## config.mk

```make
export PLATFORM = sky130hd
export DESIGN_NAME = axis_decimator_flat
export DESIGN_NICKNAME = d
export VERILOG_FILES = /design/src/rtl/axis_decimator_pkg.sv /design/src/rtl/axis_decimator_if.sv /design/src/rtl/axis_decimator_phase.sv /design/src/rtl/axis_decimator.sv /design/src/flat_wrapper.sv
export SDC_FILE = /design/constraint.sdc
export NUM_CORES = 1
export LEC_CHECK = 0
export ABC_AREA = 1
export ABC_CLOCK_PERIOD_IN_PS = 2800
export CAP_MARGIN = 15
export CORE_MARGIN = 1.5
export CORE_UTILIZATION = 40
export CTS_BUF_LIST = sky130_fd_sc_hd__clkbuf_2
export DETAILED_ROUTE_END_ITERATION = 10
export SKIP_LAST_GASP = 1
export SLEW_MARGIN = 25
export SYNTH_ARGS = -nofsm -noshare
export SYNTH_HDL_FRONTEND = slang
export SYNTH_SLANG_ARGS = --single-unit
```

## constraint.sdc

```tcl
create_clock -name clk -period 2.8 [get_ports clk]
set_clock_uncertainty 0.2 [all_clocks]
set_input_delay 0.28 -clock clk [delete_from_list [all_inputs] [get_ports clk]]
set_output_delay 0.28 -clock clk [all_outputs]
set_load 0.01 [all_outputs]
```

## src/rtl/axis_decimator_pkg.sv

```systemverilog
// axis_decimator_pkg: shared defaults, output-register actions and step normalisation
//   C_STEP_BITS_DEF   default width of the h_step/v_step inputs
//   C_PIXEL_WIDTH_DEF default tdata width
//   o_op_e            what the output register does on a given cycle
//   norm_step()       maps a programmed step of 0 onto 1
package axis_decimator_pkg;

    localparam int C_STEP_BITS_DEF   = 4;
    localparam int C_PIXEL_WIDTH_DEF = 8;

    // O_PUSH: held pixel moves to O mid-line
    // O_LAST: held pixel moves to O as end of line, triggered by a dropped tlast pixel
    // O_FLUSH: held pixel moves to O as end of line while the input is stalled
    typedef enum logic [1:0] {O_IDLE, O_PUSH, O_LAST, O_FLUSH} o_op_e;

    // A step of zero means "keep every pixel".
    function automatic logic [15:0] norm_step(input logic [15:0] s);
        return (s == 16'd0) ? 16'd1 : s;
    endfunction

endpackage

```

## src/rtl/axis_decimator_if.sv

```systemverilog
// axis_decimator_if: video AXI4-Stream bundle
//   tdata  pixel, tuser start of frame, tlast end of line, tvalid/tready handshake
//   master drives tdata/tuser/tlast/tvalid; slave drives tready
interface axis_decimator_if
    import axis_decimator_pkg::*;
#(
    parameter int C_PIXEL_WIDTH = C_PIXEL_WIDTH_DEF
);

    logic [C_PIXEL_WIDTH-1:0] tdata;
    logic                     tuser;
    logic                     tlast;
    logic                     tvalid;
    logic                     tready;

    modport master (output tdata, tuser, tlast, tvalid, input tready);
    modport slave  (input tdata, tuser, tlast, tvalid, output tready);

endinterface

```

## src/rtl/axis_decimator_phase.sv

```systemverilog
// axis_decimator_phase: wrap counter with clear, advance, zero and step latch
//   clk, resetn  clock, synchronous active-low reset
//   clr          forces the phase to 0 before it is evaluated this cycle
//   ld           latches step_in (normalised) as the wrap interval
//   adv          advances the phase, wrapping at step-1
//   zero         forces the next phase to 0 (overrides adv)
//   step_in      programmed step, 0 treated as 1
//   ph           phase to evaluate this cycle (already cleared when clr=1)
module axis_decimator_phase
    import axis_decimator_pkg::*;
#(
    parameter int C_STEP_BITS = C_STEP_BITS_DEF
)(
    input  logic                   clk,
    input  logic                   resetn,
    input  logic                   clr,
    input  logic                   ld,
    input  logic                   adv,
    input  logic                   zero,
    input  logic [C_STEP_BITS-1:0] step_in,
    output logic [C_STEP_BITS-1:0] ph
);

    localparam logic [C_STEP_BITS-1:0] ONE = C_STEP_BITS'(1);

    logic [C_STEP_BITS-1:0] ph_q, step_q, step_eff, ph_nxt;

    // The step being latched is already in force for the pixel that latches it.
    always_comb begin
        step_eff = ld ? C_STEP_BITS'(norm_step(16'(step_in))) : step_q;
        ph       = clr ? '0 : ph_q;
        ph_nxt   = zero ? '0 : !adv ? ph : (ph == step_eff - ONE) ? '0 : ph + ONE;
    end

    always_ff @(posedge clk) begin
        if (!resetn) begin
            ph_q   <= '0;
            step_q <= ONE;
        end else begin
            ph_q   <= ph_nxt;
            step_q <= step_eff;
        end
    end

endmodule

```

## src/rtl/axis_decimator.sv

```systemverilog
// axis_decimator: nearest-neighbour downscaler keeping every h_step-th pixel of every v_step-th line
//   clk, resetn     clock, synchronous active-low reset
//   h_step, v_step  keep intervals (0 treated as 1), latched on each accepted start of frame
//   s_axis          input video stream (slave)
//   m_axis          reduced video stream (master), tuser/tlast regenerated
module axis_decimator
    import axis_decimator_pkg::*;
#(
    parameter int C_PIXEL_WIDTH = C_PIXEL_WIDTH_DEF,
    parameter int C_STEP_BITS   = C_STEP_BITS_DEF
)(
    input  logic                   clk,
    input  logic                   resetn,
    input  logic [C_STEP_BITS-1:0] h_step,
    input  logic [C_STEP_BITS-1:0] v_step,
    axis_decimator_if.slave        s_axis,
    axis_decimator_if.master       m_axis
);

    logic [C_STEP_BITS-1:0]   col_ph, row_ph;
    logic [C_PIXEL_WIDTH-1:0] h_data, o_data;
    logic                     h_valid, h_user, lastpend;
    logic                     o_valid, o_user, o_last;
    logic                     o_free, flush_req, acc, sof, eol, keep;
    o_op_e                    op;

    // A kept pixel waits in H until we know whether another kept pixel follows on its line.
    // H must be drained as end of line before a new frame may start.
    assign o_free        = ~o_valid | m_axis.tready;
    assign flush_req     = lastpend | (h_valid & s_axis.tvalid & s_axis.tuser);
    assign s_axis.tready = resetn & ~flush_req & o_free;
    assign acc           = s_axis.tvalid & s_axis.tready;
    assign sof           = acc & s_axis.tuser;
    assign eol           = acc & s_axis.tlast;
    assign keep          = acc & (col_ph == '0) & (row_ph == '0);

    axis_decimator_phase #(.C_STEP_BITS(C_STEP_BITS)) u_col (
        .clk     (clk),
        .resetn  (resetn),
        .clr     (sof),
        .ld      (sof),
        .adv     (acc),
        .zero    (eol),
        .step_in (h_step),
        .ph      (col_ph)
    );

    axis_decimator_phase #(.C_STEP_BITS(C_STEP_BITS)) u_row (
        .clk     (clk),
        .resetn  (resetn),
        .clr     (sof),
        .ld      (sof),
        .adv     (eol),
        .zero    (1'b0),
        .step_in (v_step),
        .ph      (row_ph)
    );

    // Flush and acceptance are exclusive: a pending flush holds tready low.
    always_comb begin
        op = (flush_req & o_free)        ? O_FLUSH :
             (keep & h_valid)            ? O_PUSH  :
             (eol & ~keep & h_valid)     ? O_LAST  : O_IDLE;
    end

    always_ff @(posedge clk) begin
        if (!resetn) begin
            o_valid  <= 1'b0;
            o_data   <= '0;
            o_user   <= 1'b0;
            o_last   <= 1'b0;
            h_valid  <= 1'b0;
            h_data   <= '0;
            h_user   <= 1'b0;
            lastpend <= 1'b0;
        end else begin
            if (op != O_IDLE) begin
                o_valid <= 1'b1;
                o_data  <= h_data;
                o_user  <= h_user;
                o_last  <= (op != O_PUSH);
            end else if (m_axis.tready) begin
                o_valid <= 1'b0;
            end
            if (keep) begin
                h_valid  <= 1'b1;
                h_data   <= s_axis.tdata;
                h_user   <= s_axis.tuser;
                lastpend <= s_axis.tlast;
            end else if (op == O_FLUSH || op == O_LAST) begin
                h_valid  <= 1'b0;
                lastpend <= 1'b0;
            end
        end
    end

    assign m_axis.tdata  = o_data;
    assign m_axis.tuser  = o_user;
    assign m_axis.tlast  = o_last;
    assign m_axis.tvalid = o_valid;

endmodule

```

## src/flat_wrapper.sv

```systemverilog
// flat-port wrapper written by rule: the top's interface ports become plain ports
module axis_decimator_flat import axis_decimator_pkg::*;
#(
    parameter int C_PIXEL_WIDTH = C_PIXEL_WIDTH_DEF,
    parameter int C_STEP_BITS   = C_STEP_BITS_DEF
)
  (clk, resetn, h_step, v_step, s_axis_tdata, s_axis_tuser, s_axis_tlast, s_axis_tvalid, s_axis_tready, m_axis_tdata, m_axis_tuser, m_axis_tlast, m_axis_tvalid, m_axis_tready);
  axis_decimator_if #(.C_PIXEL_WIDTH(C_PIXEL_WIDTH)) s_axis_i ();
  axis_decimator_if #(.C_PIXEL_WIDTH(C_PIXEL_WIDTH)) m_axis_i ();
  input  logic clk;
  input  logic resetn;
  input  logic [C_STEP_BITS-1:0] h_step;
  input  logic [C_STEP_BITS-1:0] v_step;
  input wire logic [$bits(s_axis_i.tdata)-1:0] s_axis_tdata;
  input wire logic [$bits(s_axis_i.tuser)-1:0] s_axis_tuser;
  input wire logic [$bits(s_axis_i.tlast)-1:0] s_axis_tlast;
  input wire logic [$bits(s_axis_i.tvalid)-1:0] s_axis_tvalid;
  output wire logic [$bits(s_axis_i.tready)-1:0] s_axis_tready;
  output wire logic [$bits(m_axis_i.tdata)-1:0] m_axis_tdata;
  output wire logic [$bits(m_axis_i.tuser)-1:0] m_axis_tuser;
  output wire logic [$bits(m_axis_i.tlast)-1:0] m_axis_tlast;
  output wire logic [$bits(m_axis_i.tvalid)-1:0] m_axis_tvalid;
  input wire logic [$bits(m_axis_i.tready)-1:0] m_axis_tready;
  assign s_axis_i.tdata = s_axis_tdata;
  assign s_axis_i.tuser = s_axis_tuser;
  assign s_axis_i.tlast = s_axis_tlast;
  assign s_axis_i.tvalid = s_axis_tvalid;
  assign s_axis_tready = s_axis_i.tready;
  assign m_axis_tdata = m_axis_i.tdata;
  assign m_axis_tuser = m_axis_i.tuser;
  assign m_axis_tlast = m_axis_i.tlast;
  assign m_axis_tvalid = m_axis_i.tvalid;
  assign m_axis_i.tready = m_axis_tready;
  axis_decimator #(.C_PIXEL_WIDTH(C_PIXEL_WIDTH), .C_STEP_BITS(C_STEP_BITS)) u_core (.clk(clk), .resetn(resetn), .h_step(h_step), .v_step(v_step), .s_axis(s_axis_i), .m_axis(m_axis_i));
endmodule
```

==> summary.md, run 1 <==
| Metric | Value |
|---|---|
| Status | completed |
| RR Startpoint | u_core.h_valid |
| Max-cap violations | 0 |
| Compound-Gate Fraction of Synth Area | 0.1030 |
| Post-synth ARST share | 0 |
| Fin crit share | 0.8619 |
| Die width | 74.43 µm |
| Vias in the first global route | 1612 |
| Static leakage | 1.273 nW |
| Initial antenna violation count | 0 |
| Initial core utilization | 0.4236 |
| I/O pin total | 34 |
| RSZ-0062 raised after global routing | false |
| Routed len/inst | roughly 10 µm |
| Post-route DRC violation count | 0 |
| Vias/cell | 4.418 |
| Synthesis-stage register bit count | 38 |
| H-tree depth | 2 |
| DIE HEIGHT | 74.43 µm |
| Met3 wire len | 130 µm |
| Top fanout value on the critical path | 20 |
| Area contributors post-synth | dfxtp_1 37%, nand2_1 14%, inv_1 9.0%, nor2_1 7.9%, nand3_1 4.4% |
| Adder-cell area share of the yosys netlist | 0.03679 |
| Share of the synthesized area in the top cell type | 0.3728 |
| Final net count | 372 |
| Final hold vios | 0 |
| Top Metal Used | met4 |
| TritonCTS clock tree | yes |
| Final HPWL DP | 3.127 mm |
| Top cells by count, synth | 77 x nand2_1, 49 x inv_1, 43 x nor2_1, 38 x dfxtp_1, 18 x nand3_1 |
| Synthesized area per cell | 6.780 µm² |
| Area delta synth->final | 23.42% |
| Global route overflow | 0 |
| Core area | 4817 µm² |
| WL met2 | 1.846 mm |
| XOR/XNOR share of the synthesized area | 0.008584 |
| Setup TNS | 0 ns |
| Most common cell in the netlist | nand2_1 |
| Cells after synthesis | 301 |
| CP Launch Point | s_axis_tvalid |
| First-pass GRT wire length | 7.189 mm |
| Pins over their slew limit | 0 |
| TritonCTS buffer count | 5 |
| Yosys top cell by area | dfxtp_1 |
| Largest family of logic cells by synthesized area | simple AND/OR/NAND/NOR gates |
| Synth Net Count | 329 |
| Yosys Warn Count | 0 |
| Skew-Pair Late Insertion Delay | 0.38 ns |
| ANT nets after route | 0 |
| Sequential share of the synthesized area | 0.3728 |
| Final min period | 2.413 ns |
| Critical path class | input pin to flop |
| CP Launch Type | input pin |
| PostCTS Resize Cnt | 0 |
| Simple-Gate Fraction of Synth Area | 0.3532 |
| Gp weighted congestion | around 0.84 |
| ANT cells | 0 |
| Rel. slew slack | 0.8112 |
| 1st-pass router iterations | 4 |
| Clock Tree Root | clkbuf_2 |
| Cell Area, Synth | 2041 µm² |
| Starting DRT DRC Count | 58 |
| Final std cells w/o fill | between 400 and 500 |
| Share of cells above drive strength 1 | 0.1221 |
| CTS Buffer Depth | 2 |
| Final Util | 0.5229 |
| Clk slew on worst S/H paths | 0.19 ns |
| Row count | 25 |
| Fill cells | 525 |
| Wire length on met1 | 2.123 mm |
| Worst min path class | input pin to flop |
| Post-CTS Hold Buffers | 0 |
| Final WL | 4.154 mm |
| Top FF cell, synth | dfxtp_1 |
| Synth unique cells | 31 |
| Number of synthesized flops with an enable pin | 0 |
| Setup bufs post-CTS | 0 |
| Crit. End Element | flop |
| WP data required | 2.90 ns |
| Routed via count | approximately 1800 |
| Final setup viols | 0 |
| Cells after DPL | 404 |
| Largest net degree at the start of global routing | 21 |
| Die area | between 5000 and 6000 µm² |
| Multiplexer share of the synthesized area | 0 |
| Power Density | 480.3 nW/µm² |
| Max IR drop VDD | 0.2288 mV |
| Clock sink total | 38 |
| Gr usage total | 0.1703 |
| Worst-Margin Slew | 0.2813 ns |
| Beginning of the worst hold path | s_axis_tdata[1] |
| I/O Buffers | 33 |
| F_max | 414.4 MHz |
| WP data arrival | between 2 and 3 ns |
## cells by family (layout without fill, tap and decap cells)
group | count (synthesis) | in the layout
AO/OA/AOI/OAI | 33 | 33
flip-flops | 38 | 38
XOR/XNOR | 2 | 2
buffers and inverters | 62 | 105
adder cells (fa/ha/maj) | 6 | 6
AND/OR/NAND/NOR | 160 | 160
## final cells by class
cell class / instances / area [µm²] / share of cell area
multi-input cells: 201 / 1023 / 0.4064
flip-flops and latches: 38 / 760.7 / 0.3020
repair buffers: 44 / 412.9 / 0.1639
inverters: 54 / 202.7 / 0.08048
well taps: 67 / 83.83 / 0.03328
clock buffers: 5 / 25.02 / 0.009935
clock inverters: 2 / 10.01 / 0.003974
## per-layer routing
layer	GRT usage	vias up
met5	0	-
met3	0.03930	4
met1	0.2367	775
met2	0.2569	20
met4	0.06465	0
li1	-	1017
## flip-flops by register name, summed over array words and instances (netlist names)
signal,flops
u_core.h_data,8
u_core.m_axis.tdata,8
u_core.u_col.ph_q,4
u_core.u_col.step_q,4
u_core.u_row.ph_q,4
u_core.u_row.step_q,4
u_core.h_user,1
u_core.h_valid,1
u_core.lastpend,1
u_core.m_axis.tlast,1
u_core.m_axis.tuser,1
u_core.m_axis.tvalid,1
## path summary, 6_finish.rpt
kind / depth (start not counted) / slack (ns) / end
worst max-delay path: 16 / 0.39 / u_core.u_row.ph_q[2]
worst min-delay path: 3 / 0.26 / u_core.h_data[1]
worst max register to register: 15 / 0.44 / u_core.u_row.ph_q[2]
worst min register to register: 2 / 0.28 / u_core.h_data[4]
## worst max-delay path: stages
cell	delay (ns)
clkdlybuf4s50_1	0.53
nand3_1	0.11
nand2_2	0.13
nor2_8	0.04
nand2_4	0.19
nand2_1	0.10
nand2_1	0.10
inv_1	0.06
ha_1	0.28
nand3b_1	0.16
nand2_1	0.07
nand3_1	0.06
nor2_1	0.15
nand3_1	0.11
nand3_1	0.08
inv_1	0.04
## where the power goes
group	internal (mW)	total (mW)	switching, mW
sequential	0.593	0.613	0.0199
combinational	0.168	0.363	0.196
clock	0.0543	0.234	0.179
total	0.815	1.21	0.395
## placed cells by master, fill, tap and decap left out, drive strengths merged
master / netlist / final
nor2: 46 / 46
buf: 5 / 11
nand3: 19 / 19
nand3b: 2 / 2
a31oi: 2 / 2
a211oi: 9 / 9
inv: 53 / 53
xor2: 1 / 1
nand4: 2 / 2
or2: 1 / 1
o21ai: 12 / 12
xnor2: 1 / 1
clkbuf: 3 / 5
a21oi: 5 / 5
clkdlybuf4s50: 0 / 33
ha: 6 / 6
dfxtp: 38 / 38
o31ai: 3 / 3
clkinv: 1 / 3
nand2: 90 / 90
o211ai: 2 / 2
## per-stage QoR
step / setup slack, ns / area [µm²] / total power, mW / hold WS, ns
2_1_floorplan: 0.5552 / 2041 / 0.8579 / 0.2319
3_3_place_gp: 0.09021 / 2484 / 0.9877 / 0.2548
3_5_place_dp: 0.01107 / 2484 / 0.9901 / 0.2575
4_1_cts: 0.4468 / 2519 / 1.229 / 0.2379
5_1_grt: 0.2041 / 2519 / 1.299 / 0.2386
6_report: 0.3868 / 2519 / 1.210 / 0.2585
No activity file was read; power rests on OpenSTA's default activity.
==> inputs of run 2 (changes only) <==
- CTS_CLUSTER_SIZE: unset -> 40
- SKIP_LAST_GASP: 1 -> unset
==> results of run 2 <==
Same layout as run 1: the final DEF is identical, and so are final timing and power.
==> inputs of run 3 (changes only) <==
- DONT_BUFFER_PORTS: unset -> 1
==> run 3 against run 2 <==
Compared with the run above: sequential share of layout area rose by 2.6 points; final cell count fell by 5.4%; maximum frequency down 5.6%; largest power group unchanged; power decreased by 3.9%.
==> summary.md, run 3 (synthesis gave the netlist of run 1 again) <==
| Metric | Value |
|---|---|
| Routed via count | 1739 (-4.2%) |
| Starting DRT DRC Count | 86 (+48%) |
| Max-cap violations | 0 (unchanged) |
| WP data required | 2.93 ns (+0.03 ns) |
| CP Launch Point | m_axis_tready |
| Worst min path class | input pin to flop |
| Share of cells above drive strength 1 | 0.09938 (-0.02271) |
| Rel. slew slack | 0.5128 (-0.2983) |
| Vias/cell | 4.470 (+1.2%) |
| Setup bufs post-CTS | 0 (unchanged) |
| 1st-pass router iterations | 4 (unchanged) |
| Final hold vios | 0 (unchanged) |
| CTS Buffer Depth | 2 (unchanged) |
| Top fanout value on the critical path | 26 (+30%) |
| Final min period | 2.557 ns (+0.1440 ns) |
| Skew-Pair Late Insertion Delay | 0.40 ns (+0.02 ns) |
| Final Util | 0.4816 (-0.04130) |
| H-tree depth | 2 (unchanged) |
| Clock sink total | 38 (unchanged) |
| Row count | 25 (unchanged) |
| Largest net degree at the start of global routing | 27 (+29%) |
| Final net count | 349 (-6.2%) |
| Area delta synth->final | 13.67% |
| DIE HEIGHT | 74.43 µm (unchanged) |
| Routed len/inst | 10.90 µm (+7.9%) |
| F_max | 391.1 MHz (-5.6%) |
| Hold Path Depth | 2 (-1) |
| Max IR drop VDD | 0.3079 mV (+35%) |
| Critical path class | input pin to flop |
| Final HPWL DP | 2.872 mm (-8.1%) |
| Crit. End Element | flop |
| Initial antenna violation count | 0 (unchanged) |
| Fill cells | 531 (+1.1%) |
| Fin crit share | 0.9133 (+0.05142) |
| Post-route DRC violation count | 0 (unchanged) |
| First-pass GRT wire length | 7.196 mm (about the same) |
| WP data arrival | 2.68 ns (+0.17 ns) |
| RR Startpoint | u_core.m_axis.tvalid |
| Most frequent cells in the layout | 77 x nand2_1, 49 x inv_1, 43 x nor2_1 |
| Die width | 74.43 µm (unchanged) |
| RSZ-0062 raised after global routing | false |
| ANT cells | 0 (unchanged) |
| Pre-CTS WS | 0.2842 ns (+0.2731 ns) |
| Final WL | 4.241 mm (+2.1%) |
| Beginning of the worst hold path | resetn |
| Vias in the first global route | 1599 (-0.81%) |
| Gr usage total | 0.1699 (-0.0003348) |
| Setup TNS | 0 ns (unchanged) |
| I/O Buffers | 0 (-100%) |
| Global route overflow | 0 (unchanged) |
| Static leakage | 1.183 nW (-7.0%) |
| Die area | 5539 µm² (unchanged) |
| Gp weighted congestion | 0.8293 (-1.5%) |
| Power Density | 501.2 nW/µm² (+4.3%) |
| Worst-Margin Slew | 0.7283 ns (+0.4470 ns) |
| I/O pin total | 34 (unchanged) |
| CP Launch Type | input pin |
| Clk slew on worst S/H paths | 0.21 ns (+0.02 ns) |
| TritonCTS buffer count | 5 (unchanged) |
| Status | completed |
| Final WS setup | 0.2428 ns (-0.1440 ns) |
| Core area | 4817 µm² (unchanged) |
| Commonest non-fill, non-tap cell in the layout | nand2_1 |
| TritonCTS clock tree | yes |
| Pins over their slew limit | 0 (unchanged) |
| ANT nets after route | 0 (unchanged) |
| Final setup viols | 0 (unchanged) |
| Clock Tree Root | clkbuf_2 |
| R2R cell count | 14 (-1) |
| Initial core utilization | 0.4236 (unchanged) |
==> run 3: changes by cell type in the layout (fill, tap and decap cells not counted) <==
cell and delta:
clkdlybuf4s50_1 -33, clkinv_1 +1, clkinvlp_4 +1, dlygate4sd3_1 +20, buf_4 -10, clkinv_2 -1
==> run 3: worst paths after layout <==
check / slack, ns / endpoint
setup / recovery: 0.24 / u_core.u_col.ph_q[0]
hold / removal: 0.06 / u_core.u_row.step_q[3]
setup reg to reg: 0.28 / u_core.u_col.ph_q[0]
hold reg to reg: 0.28 / u_core.h_data[1]
==> run 3: layer usage <==
layer / vias to the layer above / track usage / part of all wire
met4: 0 / 0.06869 / 0.014
met5: - / 0 / 0
met2: 20 / 0.2748 / 0.44
li1: 968 / - / -
met3: 6 / 0.04607 / 0.032
met1: 745 / 0.2147 / 0.51
==> run 3: metrics by stage <==
stage,hold slack (ns),total power [mW],instance area [µm²],std cells
after floorplan,0.2319,0.8579,2041,301
after global placement,0.1548,0.8890,2078,361
after detailed placement,0.1623,0.8918,2078,361
after CTS,0.03948,1.169,2320,389
after global routing,0.04898,1.242,2320,389
final,0.06314,1.163,2320,389
==> run 3: final cells by class <==
cell class                 count  area [µm²]  share of cell area
multi-input combinational    201        1023              0.4412
timing repair buffer          21       207.7             0.08954
sequential                    38       760.7              0.3279
clock buffer                   5       25.02             0.01079
inverter                      54       202.7             0.08738
tap                           67       83.83             0.03614
clock inverter                 3       16.27            0.007012
==> run 3: worst max-delay path, cell delays in order <==
cell and delay (ns):
dlygate4sd3_1 0.53, inv_1 0.05, nand2_2 0.08, nand2_4 0.07, nor2_8 0.19, nand2_4 0.21, o21ai_1 0.33, ha_1 0.30
nand3_1 0.08, nand2_1 0.06, nor2_1 0.09, nand2_1 0.05, nor2_1 0.13, nand2_1 0.07, nand2_1 0.11, nor2_1 0.05
==> run 3: where the power goes <==
part           internal [mW]  leakage [nW]  switching, mW
Sequential             0.593         0.311         0.0354
Combinational          0.108         0.846          0.172
Clock                 0.0569        0.0264          0.197
==> run 3: what timing repair did <==
item,CTS,global route
hold endpoints to repair,36,0
hold buffers,20,0
resized for setup,0,0
